### src/rtl/hsi_rx_pkg.sv
// rtl/hsi_rx_pkg.sv - shared types, parity modes and helpers for the HSI frame receiver
// HSI_RX_MAJORITY_EN selects 2-of-3 majority sampling (one extra tick of decision delay).
package hsi_rx_pkg;

  typedef enum logic [2:0] {
    S_IDLE,
    S_START,
    S_DATA,
    S_PARITY,
    S_STOP
  } rx_state_t;

  localparam int PAR_NONE = 0;
  localparam int PAR_ODD  = 1;
  localparam int PAR_EVEN = 2;

`ifdef HSI_RX_MAJORITY_EN
  localparam int MAJ_DELAY = 1;
`else
  localparam int MAJ_DELAY = 0;
`endif

  // Expected parity bit; zero-extension of data does not change the result.
  function automatic logic par_calc(input logic [15:0] data, input int mode);
    if (mode == PAR_ODD) return ~^data;
    return ^data;
  endfunction

endpackage

### src/rtl/hsi_rx_bit_timer.sv
// rtl/hsi_rx_bit_timer.sv - oversampling tick counter and data bit index for the HSI receiver
// HSI_RX_MAJORITY_EN moves the start-bit decision one tick later via MAJ_DELAY.
module hsi_rx_bit_timer
  import hsi_rx_pkg::*;
#(
  parameter int DATA_W = 8,
  parameter int OSR    = 8
) (
  input  logic                         clk,
  input  logic                         rst,
  input  logic                         clk_en,
  input  logic                         restart,
  input  logic                         in_start,
  output logic                         mid,
  output logic                         last_bit,
  output logic [$clog2(DATA_W+1)-1:0]  bit_idx
);

  localparam int TW = $clog2(OSR);
  localparam int BW = $clog2(DATA_W + 1);
  localparam logic [TW-1:0] BIT_END   = TW'(OSR - 1);
  localparam logic [TW-1:0] START_END = TW'(OSR / 2 - 1 + MAJ_DELAY);

  logic [TW-1:0] tick_cnt;

  // The start bit is checked half a bit in; every later bit is a full bit period apart.
  assign mid      = clk_en && (tick_cnt == (in_start ? START_END : BIT_END));
  assign last_bit = (bit_idx == BW'(DATA_W - 1));

  always_ff @(posedge clk) begin
    if (rst) begin
      tick_cnt <= '0;
      bit_idx  <= '0;
    end else if (clk_en) begin
      if (restart) begin
        tick_cnt <= '0;
        bit_idx  <= '0;
      end else if (mid) begin
        tick_cnt <= '0;
        bit_idx  <= bit_idx + 1'b1;
      end else begin
        tick_cnt <= tick_cnt + 1'b1;
      end
    end
  end

endmodule

### src/rtl/hsi_frame_rx.sv
// rtl/hsi_frame_rx.sv - HSI serial frame receiver with parity/framing checks and message-end detect
// HSI_RX_MAJORITY_EN: every sample point is a 2-of-3 majority decided one tick after mid-bit.
module hsi_frame_rx
  import hsi_rx_pkg::*;
#(
  parameter int DATA_W    = 8,
  parameter int OSR       = 8,
  parameter int PARITY    = 1,
  parameter int MSB_FIRST = 0,
  parameter int MSG_GAP   = 6
) (
  input  logic              clk,
  input  logic              rst,
  input  logic              clk_en,
  input  logic              d,
  output logic [DATA_W-1:0] q,
  output logic              q_rdy,
  output logic              parity_err,
  output logic              frame_err,
  output logic              busy,
  output logic              msg_end
);

  localparam int BW = $clog2(DATA_W + 1);

  rx_state_t         state, state_nxt;
  logic              mid, last_bit, tmr_restart, s;
  logic [BW-1:0]     bit_idx, pos;
  logic [DATA_W-1:0] stage;
  logic              par_ok, gap_armed;
  logic [7:0]        gap_cnt;

`ifdef HSI_RX_MAJORITY_EN
  logic [1:0] hist;

  always_ff @(posedge clk) begin
    if (rst) hist <= 2'b11;
    else if (clk_en) hist <= {hist[0], d};
  end

  assign s = (hist[1] & hist[0]) | (hist[1] & d) | (hist[0] & d);
`else
  assign s = d;
`endif

  hsi_rx_bit_timer #(
    .DATA_W (DATA_W),
    .OSR    (OSR)
  ) u_timer (
    .clk      (clk),
    .rst      (rst),
    .clk_en   (clk_en),
    .restart  (tmr_restart),
    .in_start (state == S_START),
    .mid      (mid),
    .last_bit (last_bit),
    .bit_idx  (bit_idx)
  );

  assign pos  = (MSB_FIRST != 0) ? BW'(DATA_W - 1) - bit_idx : bit_idx;
  assign busy = (state != S_IDLE);

  always_comb begin
    state_nxt   = state;
    tmr_restart = 1'b0;
    case (state)
      S_IDLE: begin
        tmr_restart = 1'b1;
        if (clk_en && !d) state_nxt = S_START;
      end
      S_START: begin
        tmr_restart = mid;
        if (mid) state_nxt = s ? S_IDLE : S_DATA;
      end
      S_DATA: begin
        if (mid && last_bit) state_nxt = (PARITY != PAR_NONE) ? S_PARITY : S_STOP;
      end
      S_PARITY: begin
        if (mid) state_nxt = S_STOP;
      end
      S_STOP: begin
        if (mid) state_nxt = S_IDLE;
      end
      default: state_nxt = S_IDLE;
    endcase
  end

  always_ff @(posedge clk) begin
    if (rst) begin
      state      <= S_IDLE;
      stage      <= '0;
      q          <= '0;
      par_ok     <= 1'b0;
      gap_armed  <= 1'b0;
      gap_cnt    <= '0;
      q_rdy      <= 1'b0;
      parity_err <= 1'b0;
      frame_err  <= 1'b0;
      msg_end    <= 1'b0;
    end else begin
      state      <= state_nxt;
      q_rdy      <= 1'b0;
      parity_err <= 1'b0;
      frame_err  <= 1'b0;
      msg_end    <= 1'b0;
      case (state)
        S_IDLE: begin
          if (clk_en) begin
            if (!d) begin
              gap_cnt <= '0;
            end else if (gap_armed) begin
              if (gap_cnt == 8'(MSG_GAP - 1)) begin
                msg_end   <= 1'b1;
                gap_armed <= 1'b0;
                gap_cnt   <= '0;
              end else begin
                gap_cnt <= gap_cnt + 8'd1;
              end
            end
          end
        end
        S_START: begin
          if (mid) par_ok <= 1'b1;
        end
        S_DATA: begin
          if (mid) begin
            for (int i = 0; i < DATA_W; i++) begin
              if (pos == BW'(i)) stage[i] <= s;
            end
          end
        end
        S_PARITY: begin
          if (mid) par_ok <= (s == par_calc(16'(stage), PARITY));
        end
        S_STOP: begin
          // Finish mid-stop-bit so a start edge right after the stop bit is not missed.
          if (mid) begin
            q          <= stage;
            q_rdy      <= s & par_ok;
            parity_err <= ~par_ok;
            frame_err  <= ~s;
            gap_armed  <= 1'b1;
            gap_cnt    <= '0;
          end
        end
        default: ;
      endcase
    end
  end

endmodule

### config.mk
export PLATFORM = sky130hd
export DESIGN_NAME = hsi_frame_rx
export DESIGN_NICKNAME = d
export VERILOG_FILES = /design/src/rtl/hsi_rx_pkg.sv /design/src/rtl/hsi_rx_bit_timer.sv /design/src/rtl/hsi_frame_rx.sv
export SDC_FILE = /design/constraint.sdc
export NUM_CORES = 1
export LEC_CHECK = 0
export CORE_MARGIN = 1.5
export CORE_UTILIZATION = 48
export DETAILED_ROUTE_END_ITERATION = 8
export PLACE_DENSITY = 0.69
export SLEW_MARGIN = 20
export SYNTH_ARGS = -nofsm -noshare
export SYNTH_HDL_FRONTEND = slang
export SYNTH_HIERARCHICAL = 1
export SYNTH_SLANG_ARGS = --single-unit
### constraint.sdc
create_clock -name clk -period 3.1 [get_ports clk]
set_input_delay 0.93 -clock clk [delete_from_list [all_inputs] [get_ports clk]]
set_output_delay 0.93 -clock clk [all_outputs]
set_load 0.05 [all_outputs]
==> results.txt, run 1 <==
Status -> finished, final reports clean
Skew-Pair Late Insertion Delay -> 300 ps
Fraction of layout cells with a size suffix above 1 -> 13.8%
Total power -> 1.03 mW
Vias in the first global route -> 1477
Post-synth EDFFs -> 0
Pin count of the biggest net entering global routing -> 19
Clk_skew -> 8.00 ps
Critical path peak fanout -> 15
H-Tree Depth -> 2
Total gr overflow -> 0
GP Congestion -> 0.758
IO buf count -> 16
CTS tree -> built
Post-cts hold buffer count -> 0
Sequential cell area -> 801 um2
NetSw -> 240 uW
Logic pwr share -> 6.5%
Peak Freq -> 0.354 GHz
CORE AREA -> 3970 um2
Row count -> 23
Clk pwr share -> 42.9%
Distinct cells, synth -> 51
Critical Path Source Type -> register
WP depth -> 3
Worst-path cell chain -> buf_4, or3_1, clkdlybuf4s50_1
# fillers -> 349
Maximum vdd drop -> 0.000367 V
Clock-pin slew on the worst setup and hold paths -> 80 ps
NumNets Final -> 261
Pint -> 786 uW
CP Class -> reg2out
Most used DFF post-synth -> dfxtp_1
Worst EP arrival -> 1890 ps
Post-Syn Nets -> 234
Async set-reset flop share out of synthesis -> 0%
Drt total wl -> 4.07 mm
Leak Pwr -> 0.854 nW
Initial Util -> 49.5%
Worst hold path class -> reg2reg
Top post-synthesis cells by area -> dfxtp_1 (41%), mux2i_1 (5.1%), nand2_1 (4.6%), nor2_1 (4.6%), a21oi_1 (3.6%)
Die Span Y -> 67.0 um
RSZ-0062 raised after global routing -> no
CP max-delay cell -> clkdlybuf4s50_1
Via density -> 5.49
# setup viols final -> 0
Root buffer cell -> clkbuf_8
Yosys top cell area share -> 40.8%
Seq pwr share -> 50.6%
Inserted Clock Buffers -> 5
Final HPWL from detailed placement -> 2.87 mm
Setup bufs post-CTS -> 0
Sequential area share after synthesis -> 40.8%
Seq cells post-synth -> 40
Global-route usage over all layers -> 19.9%
Max clock buf depth -> 2
Hold Vio Cnt, Final -> 0
# resized after CTS -> 0
Post-route DRC -> 0
DRT antenna net count -> 0
Routed vias -> 1669
Critical path's top delay family -> buffers and inverters
Multi-input gate area -> 1080 um2
Cell taking the most area after synthesis -> dfxtp_1
Netlist Area Pre-Place -> 1960 um2
Post-Place Cells -> 296
Peak per-stage delay on the critical path -> 710 ps
Period minus WS final -> 2820 ps
Switching part of the total -> 23.4%
Hold depth -> 2
Setup TNS -> 0 ps
Worst Reg2Reg Path Length in Cells -> 7
Layout area overhead -> 21.2%
Initial antenna violation count -> 0
CP required -> 2170 ps
First-pass detailed-route iteration total -> 4
Max Slew Vio Count -> 0
Syn avg cell area -> 8.69 um2
Max_slew headroom -> 64.9%
CP bufs+invs -> 2
Setup crit end kind -> output port
DRC marker count from the first detailed-route iteration -> 59
Worst-Margin Slew -> 526 ps
Fin cells -> 304
Final core area utilization -> 60.0%
I/O Pins -> 17
Chip width -> 67.0 um
R2R Setup Slk -> 510 ps
WL per Instance -> 13.4 um
Power Density -> 431 nW/um2
First-pass GRT wire length -> 6.73 mm
Synthesis warning total -> 6
Die area -> 4480 um2
Mapped Cells -> 226
CTS sink count -> 40
Max-Cap Viols -> 0
# diodes -> 0
Period utilization -> 91.1%
power by group through the flow:
stage | clock network [mW] | logic [mW] | registers [mW]
5_1_grt | 0.471 | 0.0734 | 0.520
6_report | 0.440 | 0.0665 | 0.519
2_1_floorplan | 0 | 0.0400 | 0.531
4_1_cts | 0.450 | 0.0665 | 0.519
3_3_place_gp | 0 | 0.0652 | 0.531
3_5_place_dp | 0 | 0.0659 | 0.531
flip-flops by register name, indices dropped and copies added (netlist names):
name              count
frame_err             1
gap_armed             1
gap_cnt               8
msg_end               1
par_ok                1
parity_err            1
q                     8
q_rdy                 1
stage                 8
state                 3
u_timer/bit_idx       4
u_timer/tick_cnt      3
routing by layer:
layer  share of wire (%)  up-vias  track usage, %
li1                    -      862               -
met1                  49      780            25.3
met2                  47       21            32.3
met3                 2.8        6            4.56
met4                 1.5        0            7.91
met5                   0        -               0
layout make-up:
| cell class | instances | share of cell area (%) |
|---|---|---|
| clock inverters | 3 | 1.94 |
| flip-flops and latches | 40 | 33.6 |
| inverters | 7 | 1.10 |
| well taps | 50 | 2.63 |
| multi-input cells | 165 | 45.4 |
| clock buffers | 5 | 2.89 |
| repair buffers | 34 | 12.4 |
cells in the mapped netlist, types with 2 or more instances:
| cell | n |
|---|---|
| or4_1 | 3 |
| xnor2_1 | 7 |
| a21oi_1 | 14 |
| ha_1 | 4 |
| nand2_1 | 24 |
| xor2_1 | 3 |
| o32ai_1 | 2 |
| o31ai_1 | 4 |
| nand3b_1 | 5 |
| nand4_1 | 4 |
| inv_1 | 7 |
| buf_2 | 2 |
| or3_1 | 2 |
| o21ai_0 | 2 |
| nor2b_1 | 2 |
| and3_1 | 2 |
| nor4b_1 | 3 |
| or4b_2 | 2 |
| nor3_1 | 7 |
| nor2_1 | 24 |
| nor4_1 | 5 |
| nand3_1 | 8 |
| clkbuf_1 | 10 |
| mux2i_1 | 10 |
| nor3b_1 | 4 |
| a211oi_1 | 2 |
| dfxtp_1 | 40 |
worst paths after layout:
| kind | start | end |
|---|---|---|
| min | q[7] | q[7] |
| max | state[2] | busy |
| max reg2reg | state[0] | stage[0] |
| min reg2reg | q[7] | q[7] |
per-stage QoR:
step / hold WS [ps] / cell area (um2) / setup slack [ps]
after floorplan: 426 / 1960 / 215
after global placement: 444 / 2270 / 111
after detailed placement: 447 / 2270 / 62.7
after CTS: 458 / 2380 / 253
after global routing: 481 / 2380 / 190
final: 456 / 2380 / 275
worst reg2reg max path: stages (launching register included):
cell and delay (ps):
dfxtp_1 340, nor3b_1 460, xor2_2 300, and2_2 250, or4b_2 610, nor4_1 260
mux2i_1 220, nor2_1 50
logic make-up (layout without fill, tap and decap cells):
group                      after synthesis  in the layout  share of synthesized area, %
AOI/OAI and AO/OA                       33             33                          11.2
xor gates and xnor gates                12             12                          6.43
adders and majority gates                4              4                          2.55
buffers and inverters                   21             49                          4.20
DFF                                     40             40                          40.8
muxes                                   11             11                          5.67
and+or+nand+nor                        105            105                          29.2
layout by cell type, fill, tap and decap left out, types with 3 or more instances in the layout:
cell type	count
nand2_1	24
nand3b_1	5
inv_1	7
clkdlybuf4s50_1	16
dfxtp_1	40
or4_1	3
nor3b_1	4
nor4b_1	3
nor4_1	5
ha_1	4
clkbuf_8	5
xnor2_1	7
o31ai_1	4
nand4_1	4
mux2i_1	10
a21oi_1	14
nor3_1	7
nor2_1	24
xor2_1	3
nand3_1	8
buf_4	18
No activity file was read; power rests on OpenSTA's default activity.
==> run 2: changes to the inputs <==
clock period = 3.3 ns   (was 3.1 ns; I/O delays follow)
==> run 2 against run 1 <==
Sequential cell count stayed put. Worst setup slack gained 180 ps. Critical path type unchanged. Critical path depth fell by 1. Register-to-register slack improved by 70 ps. Hold slack got worse by 2.2 ps. Final cell count shrank 1.6%. Non-clock buffer count fell by 4. Critical endpoint unchanged. Routed wire length down 5.7%. Combinational power shrank 11%. Total power is 16% lower.
==> results.txt, run 2 (same netlist as run 1, synthesis figures left out) <==
Status -> finished, final reports clean
Hold endpoint -> q[6]
Via density -> 5.45 (-0.70%)
Clock-pin slew on the worst setup and hold paths -> 80 ps (about the same)
Critical path peak fanout -> 10 (-5)
Setup TNS -> 0 ps (unchanged)
CTS tree -> built
Pin count of the biggest net entering global routing -> 18 (-1)
CP required -> 2310 ps (+140 ps)
Pint -> 652 uW (-17%)
Clk_skew -> 7.45 ps (-0.543 ps)
Initial antenna violation count -> 0 (unchanged)
H-Tree Depth -> 2 (unchanged)
Chip width -> 67.0 um (unchanged)
Die area -> 4480 um2 (unchanged)
Global-route usage over all layers -> 19.4% (-0.45 points)
Post-cts hold buffer count -> 0 (unchanged)
DRC marker count from the first detailed-route iteration -> 61 (+3.4%)
# diodes -> 0 (unchanged)
Worst EP arrival -> 1850 ps (-40 ps)
CORE AREA -> 3970 um2 (unchanged)
RSZ-0062 raised after global routing -> no
Peak Freq -> 0.351 GHz
Commonest non-fill, non-tap cell in the layout -> dfxtp_1
NetSw -> 207 uW (-14%)
Clk pwr share -> 36.4% (-6.5 points)
DRT antenna net count -> 0 (unchanged)
Row count -> 23 (unchanged)
Drt total wl -> 3.84 mm (-5.7%)
GP Congestion -> 0.749 (-1.2%)
IO buf count -> 16 (unchanged)
Setup bufs post-CTS -> 0 (unchanged)
Post-route DRC -> 0 (unchanged)
Post-Place Cells -> 292 (-1.4%)
Reg-to-reg endpoint -> gap_cnt[6]
NumNets Final -> 257 (-1.5%)
Period utilization -> 86.2%
Period minus WS final -> 2840 ps
Power Density -> 371 nW/um2 (-14%)
# resized after CTS -> 0 (unchanged)
Minimum hold slack -> 454 ps (-2.19 ps)
First-pass GRT wire length -> 6.51 mm (-3.3%)
Setup crit end kind -> output port
Leak Pwr -> 0.820 nW (-4.0%)
Switching part of the total -> 24.1% (+0.70 points)
Worst hold path class -> reg2reg
Die Span Y -> 67.0 um (unchanged)
Routed vias -> 1630 (-2.3%)
Max Slew Vio Count -> 0 (unchanged)
Hold Vio Cnt, Final -> 0 (unchanged)
Hold depth -> 2 (unchanged)
Skew-Pair Late Insertion Delay -> 290 ps (about the same)
I/O Pins -> 17 (unchanged)
Inserted Clock Buffers -> 5 (unchanged)
Total gr overflow -> 0 (unchanged)
Fraction of layout cells with a size suffix above 1 -> 12.0% (-1.7 points)
Hold wc startpoint -> q[6]
Worst Reg2Reg Path Length in Cells -> 7 (unchanged)
Logic pwr share -> 6.9% (+0.4 points)
Maximum vdd drop -> 0.000176 V (-52%)
Layout area overhead -> 18.0%
Max_slew headroom -> 66.8% (+1.9 points)
Worst-Margin Slew -> 496 ps (-29.2 ps)
Root buffer cell -> clkbuf_8
Critical Path Source Type -> register
Largest regs -> gap_cnt x8, q x8, stage x8
Vias in the first global route -> 1381 (-6.5%)
CP Class -> reg2out
WL per Instance -> 12.8 um (-4.2%)
First-pass detailed-route iteration total -> 4 (unchanged)
CTS sink count -> 40 (unchanged)
Final HPWL from detailed placement -> 2.73 mm (-4.9%)
Max clock buf depth -> 2 (unchanged)
Most frequent cells in the layout -> dfxtp_1 (40), nor2_1 (24), nand2_1 (24)
Total power -> 859 uW (-16%)
Fin cells -> 299 (-1.6%)
# setup viols final -> 0 (unchanged)
Max-Cap Viols -> 0 (unchanged)
R2R Setup Slk -> 580 ps (+70 ps)
Initial Util -> 49.5% (unchanged)
Seq pwr share -> 56.8% (+6.2 points)
Reg2reg start -> state[2]
run 2: changes by cell type in the layout (fill, tap and decap cells not counted):
| cell | delta |
|---|---|
| bufinv_16 | -1 |
| clkinv_2 | +1 |
| buf_4 | -4 |
| inv_6 | -1 |
run 2: power by group through the flow:
stage	sequential [mW]	clock (mW)	combinational, mW
global route	0.488	0.346	0.0656
global placement	0.499	0	0.0592
detailed placement	0.499	0	0.0589
CTS	0.488	0.326	0.0594
floorplan	0.499	0	0.0375
finish	0.488	0.312	0.0591
run 2: worst max-delay path, stage by stage, from the launching register on:
cell             delay, ps
dfxtp_1                420
or3_1                  430
clkdlybuf4s50_1        710
run 2: metal layers:
metal	share of wire, %	GRT usage, %	wire length (um)
met1	50	25.5	1900
met3	3.9	5.57	151
met5	0	0	0
met2	45	29.4	1710
met4	1.9	8.42	72
run 2: layout make-up:
cell class | instances | area (um2)
Clock buffer | 5 | 68.8
Clock inverter | 2 | 12.5
Fill cell | 362 | 1650
Inverter | 7 | 26.3
Multi-Input combinational cell | 165 | 1080
Sequential cell | 40 | 801
Tap cell | 50 | 62.6
Timing Repair Buffer | 30 | 265
run 2: how the worst max path moves through the flow:
stage,endpoint,slack (ps),from
after global routing,stage[0],380,clk_en
final,busy,460,state[2]
after CTS,busy,440,state[2]
after global placement,stage[0],220,clk_en
after detailed placement,stage[0],210,clk_en
after floorplan,gap_cnt[6],420,state[0]
run 2: per-stage QoR:
| stage | setup WS [ps] | area [um2] | util [%] |
|---|---|---|---|
| floorplan | 415 | 1960 | - |
| global placement | 221 | 2240 | 56.3 |
| detailed placement | 209 | 2240 | 56.3 |
| CTS | 441 | 2320 | 58.3 |
| global route | 383 | 2320 | 58.3 |
| finish | 455 | 2320 | 58.3 |
